===== config.mk =====
export PLATFORM = sky130hd
export DESIGN_NAME = urna_param
export DESIGN_NICKNAME = d
export VERILOG_FILES = /design/src/rtl/urna_pkg.sv /design/src/rtl/urna_sat_counter.sv /design/src/rtl/urna_param.sv
export SDC_FILE = /design/constraint.sdc
export NUM_CORES = 1
export LEC_CHECK = 0
export ABC_AREA = 1
export BUFFER_PORTS_ARGS = -buffer_cell sky130_fd_sc_hd__buf_2
export CAP_MARGIN = 40
export CELL_PAD_IN_SITES_DETAIL_PLACEMENT = 0
export CELL_PAD_IN_SITES_GLOBAL_PLACEMENT = 1
export CORE_MARGIN = 2
export CORE_UTILIZATION = 40
export CTS_CLUSTER_SIZE = 14
export DETAILED_ROUTE_END_ITERATION = 7
export PLACE_DENSITY = 0.84
export SLEW_MARGIN = 20
export SYNTH_ARGS = -nofsm -noshare
export SYNTH_HDL_FRONTEND = slang
export SYNTH_HIERARCHICAL = 1
export SYNTH_SLANG_ARGS = --single-unit

===== constraint.sdc =====
create_clock -name Clock -period 1.7 [get_ports Clock]
set_clock_uncertainty 0.1 [all_clocks]
set_input_delay 0.255 -clock Clock [delete_from_list [all_inputs] [get_ports Clock]]
set_output_delay 0.255 -clock Clock [all_outputs]
set_load 0.02 [all_outputs]

===== src/rtl/urna_pkg.sv =====
// urna_pkg
//   Shared definitions for the parametrised ballot box:
//   - state_t : entry/commit/lock state of the controller
//   - vclass_t: class of the vote latched when Finish is seen
//   - BCD_MAX : largest legal BCD digit
//   - code_off: bit offset of candidate idx inside the packed CODES vector
package urna_pkg;

  typedef enum logic [2:0] {
    IDLE    = 3'd0,
    COLLECT = 3'd1,
    FULL    = 3'd2,
    COMMIT  = 3'd3,
    LOCKED  = 3'd4
  } state_t;

  typedef enum logic [1:0] {
    VC_BLANK = 2'd0,
    VC_NULL  = 2'd1,
    VC_CAND  = 2'd2
  } vclass_t;

  localparam logic [3:0] BCD_MAX = 4'd9;

  // Each candidate code is num_dig BCD nibbles wide; candidate idx starts here.
  function automatic int code_off(input int idx, input int num_dig);
    return idx * num_dig * 4;
  endfunction

endpackage


===== src/rtl/urna_sat_counter.sv =====
// urna_sat_counter
//   Saturating up-counter used for every tally of the ballot box.
//   Ports:
//     clk      - clock, rising edge
//     rst_n    - asynchronous active-low reset, clears the count
//     inc      - increment request for this cycle
//     clear    - synchronous clear
//     count    - current tally (CNT_W bits)
//     sat_flag - high while an increment is requested with the count at its maximum
module urna_sat_counter #(
  parameter int CNT_W = 8
) (
  input  logic             clk,
  input  logic             rst_n,
  input  logic             inc,
  input  logic             clear,
  output logic [CNT_W-1:0] count,
  output logic             sat_flag
);

  localparam logic [CNT_W-1:0] CNT_MAX = '1;

  // An increment that cannot be honoured is what the top turns into Overflow.
  assign sat_flag = inc && (count == CNT_MAX);

  // The count sticks at its maximum instead of wrapping back to zero.
  always_ff @(posedge clk or negedge rst_n) begin
    if (!rst_n) begin
      count <= '0;
    end else if (clear) begin
      count <= '0;
    end else if (inc && (count != CNT_MAX)) begin
      count <= count + CNT_W'(1);
    end
  end

endmodule


===== src/rtl/urna_param.sv =====
// urna_param
//   Parametrised electronic ballot box. A NUM_DIG-digit BCD candidate code is
//   entered one digit per Valid strobe and confirmed with Finish; the vote is
//   tallied for the matching candidate, as null (incomplete or unknown code)
//   or as blank (no digits). Cancel discards the digits entered so far and
//   Close locks the box while high.
//   Ports:
//     Clock, Reset_n         - clock and asynchronous active-low reset
//     Digit                  - BCD digit, taken on a Valid rising edge
//     Valid, Finish, Cancel  - level inputs, rising-edge detected here
//     Close                  - election closed while high
//     Counts                 - candidate tallies, candidate i at slice i
//     Nulo, Branco           - null and blank tallies
//     Ndig                   - number of digits currently buffered
//     Status                 - 1 when ready for input
//     Vote_done              - high for the single COMMIT cycle
//     Err                    - one-cycle pulse after a rejected digit
//     Overflow               - sticky, set by any saturating increment
module urna_param
  import urna_pkg::*;
#(
  parameter int NUM_CAND = 4,
  parameter int NUM_DIG  = 4,
  parameter int CNT_W    = 8,
  parameter logic [NUM_CAND*NUM_DIG*4-1:0] CODES =
    {16'h3504, 16'h3472, 16'h3485, 16'h3494}
) (
  input  logic                      Clock,
  input  logic                      Reset_n,
  input  logic [3:0]                Digit,
  input  logic                      Valid,
  input  logic                      Finish,
  input  logic                      Cancel,
  input  logic                      Close,
  output logic [NUM_CAND*CNT_W-1:0] Counts,
  output logic [CNT_W-1:0]          Nulo,
  output logic [CNT_W-1:0]          Branco,
  output logic [3:0]                Ndig,
  output logic                      Status,
  output logic                      Vote_done,
  output logic                      Err,
  output logic                      Overflow
);

  localparam int CODE_W = NUM_DIG * 4;
  localparam int NUM_CNT = NUM_CAND + 2;
  localparam int IDX_NULO = NUM_CAND;
  localparam int IDX_BRANCO = NUM_CAND + 1;

  state_t              state;
  vclass_t             vclass;
  logic [3:0]          vcand;
  logic [CODE_W-1:0]   dig_buf;
  logic                valid_q, finish_q, cancel_q;
  logic                valid_ev, finish_ev, cancel_ev;
  logic                match_hit;
  logic [3:0]          match_idx;
  logic [NUM_CNT-1:0]  inc;
  logic [NUM_CNT-1:0]  sat;
  logic [CNT_W-1:0]    cnt_val [NUM_CNT];

  // The edge registers follow their inputs every cycle, whatever the state,
  // so a level held through COMMIT or LOCKED never fires late.
  always_ff @(posedge Clock or negedge Reset_n) begin
    if (!Reset_n) begin
      valid_q  <= 1'b0;
      finish_q <= 1'b0;
      cancel_q <= 1'b0;
    end else begin
      valid_q  <= Valid;
      finish_q <= Finish;
      cancel_q <= Cancel;
    end
  end

  assign valid_ev  = Valid  && !valid_q;
  assign finish_ev = Finish && !finish_q;
  assign cancel_ev = Cancel && !cancel_q;

  // Look the buffer up in the code table; scanning downwards lets the lowest
  // index win when two candidates share a code.
  always_comb begin
    match_hit = 1'b0;
    match_idx = '0;
    for (int i = NUM_CAND - 1; i >= 0; i--) begin
      if (dig_buf == CODES[code_off(i, NUM_DIG) +: CODE_W]) begin
        match_hit = 1'b1;
        match_idx = 4'(i);
      end
    end
  end

  // Controller. Close dominates every entry state; within one cycle Cancel
  // beats Finish beats Valid and the losers are dropped. COMMIT always lasts
  // one cycle, and if Close is already high it hands straight over to LOCKED.
  always_ff @(posedge Clock or negedge Reset_n) begin
    if (!Reset_n) begin
      state     <= IDLE;
      dig_buf   <= '0;
      Ndig      <= '0;
      Status    <= 1'b1;
      Vote_done <= 1'b0;
      Err       <= 1'b0;
      vclass    <= VC_BLANK;
      vcand     <= '0;
    end else begin
      Vote_done <= 1'b0;
      Err       <= 1'b0;
      case (state)
        COMMIT: begin
          dig_buf <= '0;
          Ndig    <= '0;
          if (Close) begin
            state  <= LOCKED;
            Status <= 1'b0;
          end else begin
            state  <= IDLE;
            Status <= 1'b1;
          end
        end
        LOCKED: begin
          if (!Close) begin
            state  <= IDLE;
            Status <= 1'b1;
          end
        end
        default: begin
          if (Close) begin
            state   <= LOCKED;
            Status  <= 1'b0;
            dig_buf <= '0;
            Ndig    <= '0;
          end else if (cancel_ev) begin
            state   <= IDLE;
            dig_buf <= '0;
            Ndig    <= '0;
          end else if (finish_ev) begin
            state     <= COMMIT;
            Status    <= 1'b0;
            Vote_done <= 1'b1;
            vcand     <= match_idx;
            if (state == IDLE) begin
              vclass <= VC_BLANK;
            end else if (state == FULL && match_hit) begin
              vclass <= VC_CAND;
            end else begin
              vclass <= VC_NULL;
            end
          end else if (valid_ev && state != FULL) begin
            if (Digit > BCD_MAX) begin
              Err <= 1'b1;
            end else begin
              dig_buf <= CODE_W'({dig_buf, Digit});
              Ndig    <= Ndig + 4'd1;
              state   <= (Ndig == 4'(NUM_DIG - 1)) ? FULL : COLLECT;
            end
          end
        end
      endcase
    end
  end

  // The latched class selects exactly one counter while in COMMIT, so the
  // tally moves on the edge that leaves COMMIT.
  always_comb begin
    inc = '0;
    if (state == COMMIT) begin
      case (vclass)
        VC_CAND: begin
          for (int i = 0; i < NUM_CAND; i++) begin
            if (vcand == 4'(i)) begin
              inc[i] = 1'b1;
            end
          end
        end
        VC_NULL:  inc[IDX_NULO]   = 1'b1;
        default:  inc[IDX_BRANCO] = 1'b1;
      endcase
    end
  end

  for (genvar g = 0; g < NUM_CNT; g++) begin : g_cnt
    urna_sat_counter #(
      .CNT_W (CNT_W)
    ) u_cnt (
      .clk      (Clock),
      .rst_n    (Reset_n),
      .inc      (inc[g]),
      .clear    (1'b0),
      .count    (cnt_val[g]),
      .sat_flag (sat[g])
    );
  end

  // Tally outputs are a registered copy of the counters, so a vote becomes
  // visible one edge after the counter itself moves.
  always_ff @(posedge Clock or negedge Reset_n) begin
    if (!Reset_n) begin
      Counts   <= '0;
      Nulo     <= '0;
      Branco   <= '0;
      Overflow <= 1'b0;
    end else begin
      for (int i = 0; i < NUM_CAND; i++) begin
        Counts[i*CNT_W +: CNT_W] <= cnt_val[i];
      end
      Nulo     <= cnt_val[IDX_NULO];
      Branco   <= cnt_val[IDX_BRANCO];
      Overflow <= Overflow | (|sat);
    end
  end

endmodule


==> results.yml, run 1 <==
setup_path:
  crit_type: "reg2reg"
  r2r_cells: 8
  critical-path-max-stage-delay_ns: 0.40
  crit_fanout: 6
  reg2reg_to: "g_cnt[2].u_cnt/count[4]"
  required_ns: 1.91
  cp_slowest_cell: "dfrtp_1"
  cp-end-kind: "flop"
  r2r_setup_slack_ns: 0.005
  start_kind: "flop"
  crit_chain: "inv_2 -> nand3_4 -> nor4_4 -> buf_4 -> buf_6 -> nand4_1 -> a21oi_1 -> nor2_1"
  worstReg2RegStart: "state[2]"
  arrival_ns: 1.90
grt:
  overflow: 0
  grt_max_degree: 39
  grt_pass1_vias: 4698
  antenna_found_initial: 0
  grt_usage: 0.165
  grt_pass1_wl_um: 21700
drt:
  detail-route-antenna-nets: 0
  wl_per_cell_um: 12.1
  detail_route.first_pass.iterations: 4
  routed_wl_um: 12800
  viasPerCell: 4.71
  drc: 0
  drt_iter0_markers: 309
  vias: 4982
synthesis:
  synth.yosys.warnings: 6
  synth_seq_cells: 130
  synth_cell_types: 31
  synth.avg_cell_area_um2: 8.67
  synthCells: 707
  ys_seq_area_frac: 0.531
  syn_area_um2: 6130
worst_hold_path:
  worstHoldEndpoint: "Ndig[2]"
  hold_class: "in2reg"
  hold-path-cell-count: 4
  hp-start: "Close"
timing:
  tns_ns: 0
  fin_hold_ws_ns: 0.0467
  setup_viol: 0
  min_period_ns: 1.69
  finalHoldViolations: 0
  grt_setup_unrepaired: "yes"
  max_freq_mhz: 590
  fin_crit_sh: 0.997
  slew_viol_final: 0
pwr:
  power_density_nw_per_um2: 987
  power_switching_mw: 1.69
  leakagePower_nw: 4.17
  p_sw_frac: 0.214
  pwr-share-clk: 0.533
  p_int_mw: 6.20
  p_seq_frac: 0.403
  comb_power_share: 0.064
  ir_drop_v: 0.000653
  power_mw: 7.89
cts:
  insertion_delay_ns: 0.42
  numCtsBuffers: 17
  clk_pin_slew_worst_paths_ns: 0.06
  h-tree-depth: 4
  cts_root_buf: "clkbuf_16"
  cts_tree: "yes"
  clock_path_buffers: 2
  cts.sinks: 130
floorplanning:
  start_util: 0.406
  core_area_um2: 15100
  dieArea_um2: 16300
  rows: 45
  ios: 66
  die_y_um: 128
  die_x_um: 128
status:
  status: "completed"
layout:
  layout.nets: 875
  drive_gt1_frac: 0.270
  syn_to_final_growth_pct: 30.5
  diodes: 0
place:
  hpwl_um: 8860
  place_congestion: 0.819
  port_buffers: 65
flow_run:
  cap_violations: 0
-- cell usage after synthesis --
cell | n | area [um2]
inv_4 | 1 | 6.26
o21ai_2 | 10 | 87.6
nor2_1 | 71 | 267
nor2_2 | 7 | 43.8
ha_1 | 9 | 113
nand2_1 | 161 | 604
o21bai_1 | 6 | 45.0
nor4_1 | 5 | 31.3
nand3_4 | 2 | 35.0
buf_6 | 1 | 11.3
buf_4 | 6 | 45.0
nand4_1 | 15 | 93.8
nand3_1 | 82 | 410
o21ai_0 | 29 | 145
o21ai_4 | 1 | 16.3
nor2_4 | 8 | 90.1
nand2_4 | 8 | 90.1
dfstp_2 | 1 | 26.3
nor2_8 | 1 | 20.0
o21ai_1 | 3 | 15.0
a21oi_1 | 13 | 65.1
nand3_2 | 2 | 20.0
buf_12 | 1 | 20.0
dfrtp_1 | 129 | 3230
nor3_1 | 13 | 65.1
nand2_2 | 24 | 150
a211oi_1 | 1 | 7.51
conb_1 | 1 | 3.75
nor3_4 | 1 | 16.3
inv_2 | 10 | 37.5
inv_1 | 85 | 319
-- metrics by stage --
step           cells  cell area (um2)  setup slack, ns  utilization
6_report        1057             8000          0.00529        0.530
5_1_grt         1057             8000           -0.126        0.530
4_1_cts         1043             7750         -0.00429        0.514
3_5_place_dp    1003             6970         -0.00880        0.462
3_3_place_gp    1003             6970           0.0161        0.462
2_1_floorplan    730             6240          -0.0152            -
-- per-layer routing --
| metal | GRT usage | up-vias | routed length [um] |
|---|---|---|---|
| met3 | 0.0438 | 19 | 520 |
| met1 | 0.213 | 2298 | 5910 |
| met2 | 0.267 | 116 | 6160 |
| met4 | 0.0659 | 0 | 211 |
| li1 | - | 2549 | - |
| met5 | 0 | - | 0 |
-- what timing repair did --
action / CTS / global route
endpoints found under the hold margin: 105 / 0
endpoints found under the setup margin: 5 / 65
gates cloned: 0 / 1
gates resized for setup: 4 / 29
pin swaps: 2 / 15
setup buffers: 0 / 13
hold buffers: 8 / 0
-- worst max path at each step --
| stage | slack (ns) | endpoint | from | cells past startpoint |
|---|---|---|---|---|
| 2_1_floorplan | -0.02 | g_cnt[0].u_cnt/count[4] | vclass[0] | 8 |
| 4_1_cts | -0.004 | g_cnt[2].u_cnt/count[7] | state[2] | 9 |
| 3_3_place_gp | 0.02 | g_cnt[3].u_cnt/count[4] | vclass[0] | 9 |
| 5_1_grt | -0.13 | g_cnt[1].u_cnt/count[7] | state[2] | 11 |
| 3_5_place_dp | -0.009 | g_cnt[2].u_cnt/count[7] | vclass[0] | 10 |
| 6_report | 0.005 | g_cnt[2].u_cnt/count[4] | state[2] | 8 |
-- state kept, by name (all words and copies together), names as in the netlist, 2 cells and up --
signal,count
dig_buf,16
state,3
vcand,2
vclass,2
Branco,8
Counts,32
Nulo,8
Ndig,4
g_cnt.u_cnt/count,48
-- power groups by stage --
stage / clock, mW / combinational (mW) / sequential (mW)
after floorplan: 0 / 0.249 / 3.24
after global placement: 0 / 0.419 / 3.23
after detailed placement: 0 / 0.416 / 3.23
after CTS: 4.28 / 0.435 / 3.18
after global routing: 4.44 / 0.568 / 3.19
final: 4.20 / 0.502 / 3.18
-- critical path: cells and delay by family (launching register included) --
| kind | cells | cell delay [ns] |
|---|---|---|
| compound gates | 1 | 0.13 |
| buf+inv | 3 | 0.37 |
| flops | 1 | 0.40 |
| simple gates | 4 | 0.59 |
-- area by class of cell --
| class | instances | area (um2) |
|---|---|---|
| Timing Repair Buffer | 114 | 801 |
| Multi-Input combinational cell | 497 | 2640 |
| Tap cell | 188 | 235 |
| Clock buffer | 20 | 467 |
| Sequential cell | 130 | 3260 |
| Clock inverter | 12 | 228 |
| Fill cell | 1384 | 7090 |
| Inverter | 96 | 373 |
-- cells by family (layout without fill, tap and decap cells) --
| family | count (synthesis) | in the layout | share of synthesized area |
|---|---|---|---|
| simple gates | 400 | 401 | 0.316 |
| flops | 130 | 130 | 0.531 |
| buf+inv | 104 | 242 | 0.0717 |
| compound gates | 63 | 63 | 0.0623 |
| fa+ha+maj | 9 | 9 | 0.0184 |
| other cells | 1 | 24 | 0.000612 |
-- cells in the final DEF, fill, tap and decap left out, types with 9 or more instances in the layout --
master,count
nand2_1,158
dfrtp_1,127
inv_1,82
nand3_1,82
nor2_1,69
buf_2,64
buf_4,32
nand2_2,27
o21ai_0,26
conb_1,24
clkbuf_16,17
nand4_1,15
a21oi_1,12
o21ai_2,11
nor2_4,10
nor3_1,10
inv_2,9
(Power assumes the default switching activity.)
==> run 2: changes to the inputs <==
- ABC_AREA: 1 -> unset
- CORE_UTILIZATION: 40 -> 43
- GPL_ROUTABILITY_DRIVEN: unset -> 1
==> run 2 against run 1 <==
  * The run now ends with negative setup slack left
  * Setup slack worse by 0.28 ns
  * Non-clock buffer count up 53
  * Clock-buffer cell count down 3
  * Power down 7.6%
  * Final cell count down 21%
  * Sequential power down 1%
  * Flip-flop and latch count unchanged
  * Routed wire length up 5.9%
  * Core utilization up 9.1 points
  * Clock power down 9.5%
  * Via count down 8.8%
==> results.yml, run 2 <==
status:
  status: "finished, violations left"
  violations: "negative setup slack"
synthesis:
  syn_area_um2: 5850
  synth_compound_area_frac: 0.170
  synth_seq_cells: 130
  synth.yosys.warnings: 6
  synthXorXnorAreaFrac: 0.00150
  synth_top_area_frac: 0.552
  synthTopCellsByArea: "dfrtp_1 55%, mux2_4 3.1%, a22o_1 2.5%"
  synth.avg_cell_area_um2: 12.4
  ys_seq_area_frac: 0.556
  synth_common_cells: "129 x dfrtp_1, 22 x nand2_1, 20 x a21oi_1, 20 x nor2_1, 18 x a211oi_1"
  synth_cell_types: 54
  synthSimpleGateAreaFrac: 0.161
  yosys.area.top_type: "dfrtp_1"
  synthFlopType: "dfrtp_1"
  synth_fa_ha_area_frac: 0.0193
  post-synth-top-count-cell: "dfrtp_1"
  synth-edff-count: 0
  synthArstFlopShare: 1.00
  synth.area.mux_share: 0.0449
  synth_top_family_by_area: "compound AO/OA/AOI/OAI gates"
  synthCells: 473
layout:
  diodes: 0
  mostFrequentLayoutCell: "dfrtp_1"
  layout.nets: 665
  fin_cells: 835
  syn_to_final_growth_pct: 40.6
  layout_common_cells: "129 x dfrtp_1, 74 x buf_4, 64 x buf_2, 21 x nand2_1, 18 x buf_6"
  final_core_util: 0.621
  largest_reg_flops: 48
  top_register: "g_cnt.u_cnt/count"
  top_regs: "g_cnt.u_cnt/count x48, Counts x32, dig_buf x16"
  drive_gt1_frac: 0.473
pwr:
  power_mw: 7.28
  leakagePower_nw: 3.86
  comb_power_share: 0.047
  power_switching_mw: 1.57
  p_int_mw: 5.71
  ir_drop_v: 0.000966
  p_sw_frac: 0.216
  pwr-share-clk: 0.521
  p_seq_frac: 0.431
  power_density_nw_per_um2: 886
timing:
  finalHoldViolations: 0
  max_freq_mhz: 506
  fin_crit_sh: 1.16
  min_period_ns: 1.98
  grt_setup_unrepaired: "yes"
  slew_viol_final: 0
  setup_viol: 73
  setup_ws_ns: -0.277
cts:
  cts_tree: "yes"
  h-tree-depth: 4
  insertion_delay_ns: 0.41
  numCtsBuffers: 17
  clk_pin_slew_worst_paths_ns: 0.06
  cts_root_buf: "clkbuf_16"
  cts.sinks: 130
  clock_path_buffers: 2
setup_path:
  crit_fanout: 6
  r2r_cells: 5
  required_ns: 1.94
  r2r_setup_slack_ns: -0.28
  start_kind: "flop"
  reg2reg_to: "Ndig[3]"
  arrival_ns: 2.22
  worstReg2RegStart: "state[1]"
  crit_type: "reg2reg"
  cp-end-kind: "flop"
place:
  dp.cells: 782
  place_congestion: 0.798
  hpwl_um: 8560
  port_buffers: 65
grt:
  grt_usage: 0.188
  grt_use_met2: 0.304
  top_usage_layer: "met2"
  use_met1: 0.240
  grt_max_degree: 56
  overflow: 0
  met3_usage: 0.0491
  antenna_found_initial: 0
  grt_pass1_vias: 4544
  grt_pass1_wl_um: 21700
floorplanning:
  die_y_um: 121
  start_util: 0.442
  rows: 42
  dieArea_um2: 14500
  core_area_um2: 13200
  die_x_um: 121
  ios: 66
drt:
  detail-route-antenna-nets: 0
  viasPerCell: 5.44
  wl_per_cell_um: 16.2
  drt_iter0_markers: 199
  vias: 4543
  drc: 0
  routed_wl_um: 13600
  detail_route.first_pass.iterations: 4
flow_run:
  cap_violations: 0
worst_hold_path:
  hold-path-cell-count: 3
  worstHoldEndpoint: "dig_buf[1]"
  hp-start: "Digit[1]"
  hold_class: "in2reg"
-- run 2: changes by cell type after synthesis, moves of 23 or more --
cell | before | now
inv_1 | 85 | 6
nand2_1 | 161 | 22
nand2_2 | 24 | 0
nor2_1 | 71 | 20
o21ai_0 | 29 | 6
nand3_1 | 82 | 17
-- run 2: cell families after synthesis --
group	after synthesis
buffers and inverters	30
AOI/OAI and AO/OA	122
and+or+nand+nor	160
adders and majority gates	9
xor gates and xnor gates	1
DFF	130
muxes	20
other	1
-- run 2: cell type report --
cell class | instances | area [um2]
clock buffers | 17 | 425
fillers | 1000 | 5020
well taps | 176 | 220
multi-input cells | 324 | 2880
inverters | 6 | 22.5
repair buffers | 167 | 1230
flip-flops and latches | 130 | 3250
clock inverters | 15 | 189
-- run 2: repair_timing --
action | in CTS | in global routing
pin swaps | 14 | 59
resized for setup | 36 | 78
buffers inserted | 3 | 11
hold buffers | 7 | 0
endpoints found under the setup margin | 77 | 78
gates cloned | 0 | 0
hold endpoints to repair | 31 | 0
-- run 2: worst max path at each step --
stage               startpoint                      end  depth (start not counted)
floorplan             state[1]                  Ndig[3]                          6
global placement      state[2]  g_cnt[2].u_cnt/count[3]                          6
detailed placement    state[2]  g_cnt[1].u_cnt/count[3]                          6
CTS                   state[2]  g_cnt[2].u_cnt/count[3]                          6
global route          state[2]  g_cnt[1].u_cnt/count[7]                          7
finish                state[1]                  Ndig[3]                          5
-- run 2: layer usage --
layer | share of wire | up-vias | wire length [um]
met5 | 0 | - | 0
met4 | 0.0058 | 0 | 79
met3 | 0.042 | 6 | 575
met2 | 0.52 | 107 | 7120
met1 | 0.43 | 2306 | 5780
li1 | - | 2124 | -
-- run 2: power groups by stage --
stage / combinational [mW] / clock [mW] / sequential (mW)
finish: 0.345 / 3.80 / 3.14
floorplan: 0.125 / 0 / 3.20
CTS: 0.327 / 3.85 / 3.14
detailed placement: 0.304 / 0 / 3.20
global route: 0.382 / 4.00 / 3.14
global placement: 0.295 / 0 / 3.19
-- run 2: critical path: stages (launching register included) --
cell and delay (ns):
dfrtp_1 0.38, and3b_2 0.25, buf_6 0.14, or4_4 0.55
or4_1 0.42, nand3_1 0.08
-- run 2: metrics by stage --
| stage | TNS [ns] | area, um2 | hold WS [ns] | setup slack (ns) |
|---|---|---|---|---|
| final | -10.37 | 8220 | 0.0708 | -0.277 |
| after global routing | -15.24 | 8220 | 0.0793 | -0.337 |
| after CTS | -8.31 | 7770 | 0.0617 | -0.255 |
| after detailed placement | -11.40 | 6910 | 0.0878 | -0.273 |
| after global placement | -8.30 | 6910 | 0.0870 | -0.228 |
| after floorplan | -6.31 | 5960 | -0.141 | -0.255 |
==> run 3: changes to the inputs <==
==> constraint.sdc (replaced) <==
create_clock -name Clock -period 1.7 [get_ports Clock]
set_clock_uncertainty 0.1 [all_clocks]
set_input_delay 0.51 -clock Clock [delete_from_list [all_inputs] [get_ports Clock]]
set_output_delay 0.51 -clock Clock [all_outputs]
set_load 0.02 [all_outputs]
==> run 3 against run 2 <==
  * The run still ends with negative setup slack left
  * Die area is the same
  * Core utilization shrank 0.50 points
  * Cell area fell by 0.81%
  * Sequential power barely moved
  * Clock-buffer cell count increased by 2
  * Sequential share of layout area is 0.34 points higher
  * Combinational power rose by 8.7%
  * Non-clock buffer count is 4 lower
  * Largest cell class unchanged
==> results.yml, run 3 (same netlist as run 2, synthesis figures left out) <==
setup_path:
  crit_type: "reg2reg"
  arrival_ns: 2.25
  crit_chain: "and3b_2 -> buf_6 -> or4_4 -> or4_1 -> nand3_1"
  required_ns: 1.95
  crit_buf_inv: 1
  start_kind: "flop"
  crit_fanout: 7
  crit_family: "simple AND/OR/NAND/NOR gates"
  critical-path-max-stage-delay_ns: 0.56
  cp_slowest_cell: "or4_4"
  cp-end-kind: "flop"
pwr:
  leakagePower_nw: 3.84
  ir_drop_v: 0.000643
  power_mw: 7.51
  power_density_nw_per_um2: 921
floorplanning:
  core_area_um2: 13200
  ios: 66
  rows: 42
  die_y_um: 121
  start_util: 0.442
  dieArea_um2: 14500
  die_x_um: 121
layout:
  layout.nets: 661
  multi_input_area_um2: 2800
  mostFrequentLayoutCell: "dfrtp_1"
  final_core_util: 0.616
  top_register: "g_cnt.u_cnt/count"
  ff_latch_area_um2: 3260
  drive_gt1_frac: 0.458
  fin_cells: 831
  layout_common_cells: "128 x dfrtp_1, 76 x buf_4, 63 x buf_2, 20 x nand2_1"
  syn_to_final_growth_pct: 39.5
  top_regs: "g_cnt.u_cnt/count x48, Counts x32, dig_buf x16"
  fillers: 1050
  diodes: 0
  largest_reg_flops: 48
status:
  status: "finished, violations left"
  violations: "negative setup slack"
timing:
  grt_setup_unrepaired: "yes"
  slew_viol_final: 0
  finalHoldViolations: 0
  max_freq_mhz: 500
  fin_crit_sh: 1.18
  setup_ws_ns: -0.299
  setup_viol: 61
  fin_hold_ws_ns: 0.107
  min_period_ns: 2.00
cts:
  cts_root_buf: "clkbuf_16"
  cts.sinks: 130
  clock_path_buffers: 2
  clk_pin_slew_worst_paths_ns: 0.06
  cts_tree: "yes"
  numCtsBuffers: 17
  h-tree-depth: 4
  insertion_delay_ns: 0.43
drt:
  detail-route-antenna-nets: 0
  drc: 0
  routed_wl_um: 13400
  wl_per_cell_um: 16.2
  detail_route.first_pass.iterations: 4
  viasPerCell: 5.45
  drt_iter0_markers: 243
  vias: 4532
grt:
  grt_usage: 0.193
  overflow: 0
  antenna_found_initial: 0
  grt_pass1_vias: 4567
  grt_pass1_wl_um: 22300
  grt_max_degree: 76
place:
  port_buffers: 65
  place_congestion: 0.795
  dp.cells: 779
  dp_slack_ns: -0.296
  hpwl_um: 8570
worst_hold_path:
  hold_class: "in2reg"
flow_run:
  cap_violations: 0
[run 3: changes by cell type in the layout (fill, tap and decap cells not counted), sizes merged]
cell         before  now
bufinv            4    5
clkbuf           17   20
dlygate4sd3       7    1
clkinvlp          1    4
buf             160  161
clkinv            9    3
[run 3: path summary, 6_finish.rpt]
check                                        startpoint                       to  slack [ns]  cells after the start
worst max-delay path                           state[1]                  Ndig[3]       -0.30                      5
worst min-delay path                              Valid                  valid_q        0.11                      1
worst max register to register                 state[1]                  Ndig[3]       -0.30                      5
worst min register to register  g_cnt[4].u_cnt/count[6]                  Nulo[6]        0.33                      0
max in group asynchronous                       Reset_n                   Status        0.52                      3
min in group asynchronous                       Reset_n  g_cnt[2].u_cnt/count[1]        0.35                      2
[run 3: stage by stage]
| stage | cell area, um2 | TNS, ns |
|---|---|---|
| 2_1_floorplan | 5960 | -6.30 |
| 3_3_place_gp | 6880 | -9.28 |
| 3_5_place_dp | 6880 | -13.19 |
| 4_1_cts | 7830 | -9.17 |
| 5_1_grt | 8160 | -16.11 |
| 6_report | 8160 | -10.65 |
[run 3: final cells by class]
class	count	share of cell area
clock buffer	19	0.0543
clock inverter	13	0.0255
inverter	6	0.00276
multi-input combinational	324	0.344
sequential	130	0.399
tap	176	0.0270
timing repair buffer	163	0.148
[run 3: what timing repair did]
item,in CTS,in global routing
gates resized for setup,48,54
setup buffers,13,10
hold buffers,1,0
pin swaps,21,41
hold endpoints to repair,4,0
endpoints found under the setup margin,78,79
gates cloned,0,1
[run 3: per-layer routing]
| metal | wire (um) | GRT usage | vias to the layer above |
|---|---|---|---|
| li1 | - | - | 2124 |
| met1 | 5830 | 0.252 | 2287 |
| met2 | 6880 | 0.312 | 106 |
| met3 | 544 | 0.0472 | 15 |
| met4 | 165 | 0.0705 | 0 |
| met5 | 0 | 0 | - |
[run 3: power breakdown]
group	internal, mW	switching, mW
Sequential	3.12	0.0195
Clock	2.64	1.35
Combinational	0.163	0.213
Total	5.92	1.59
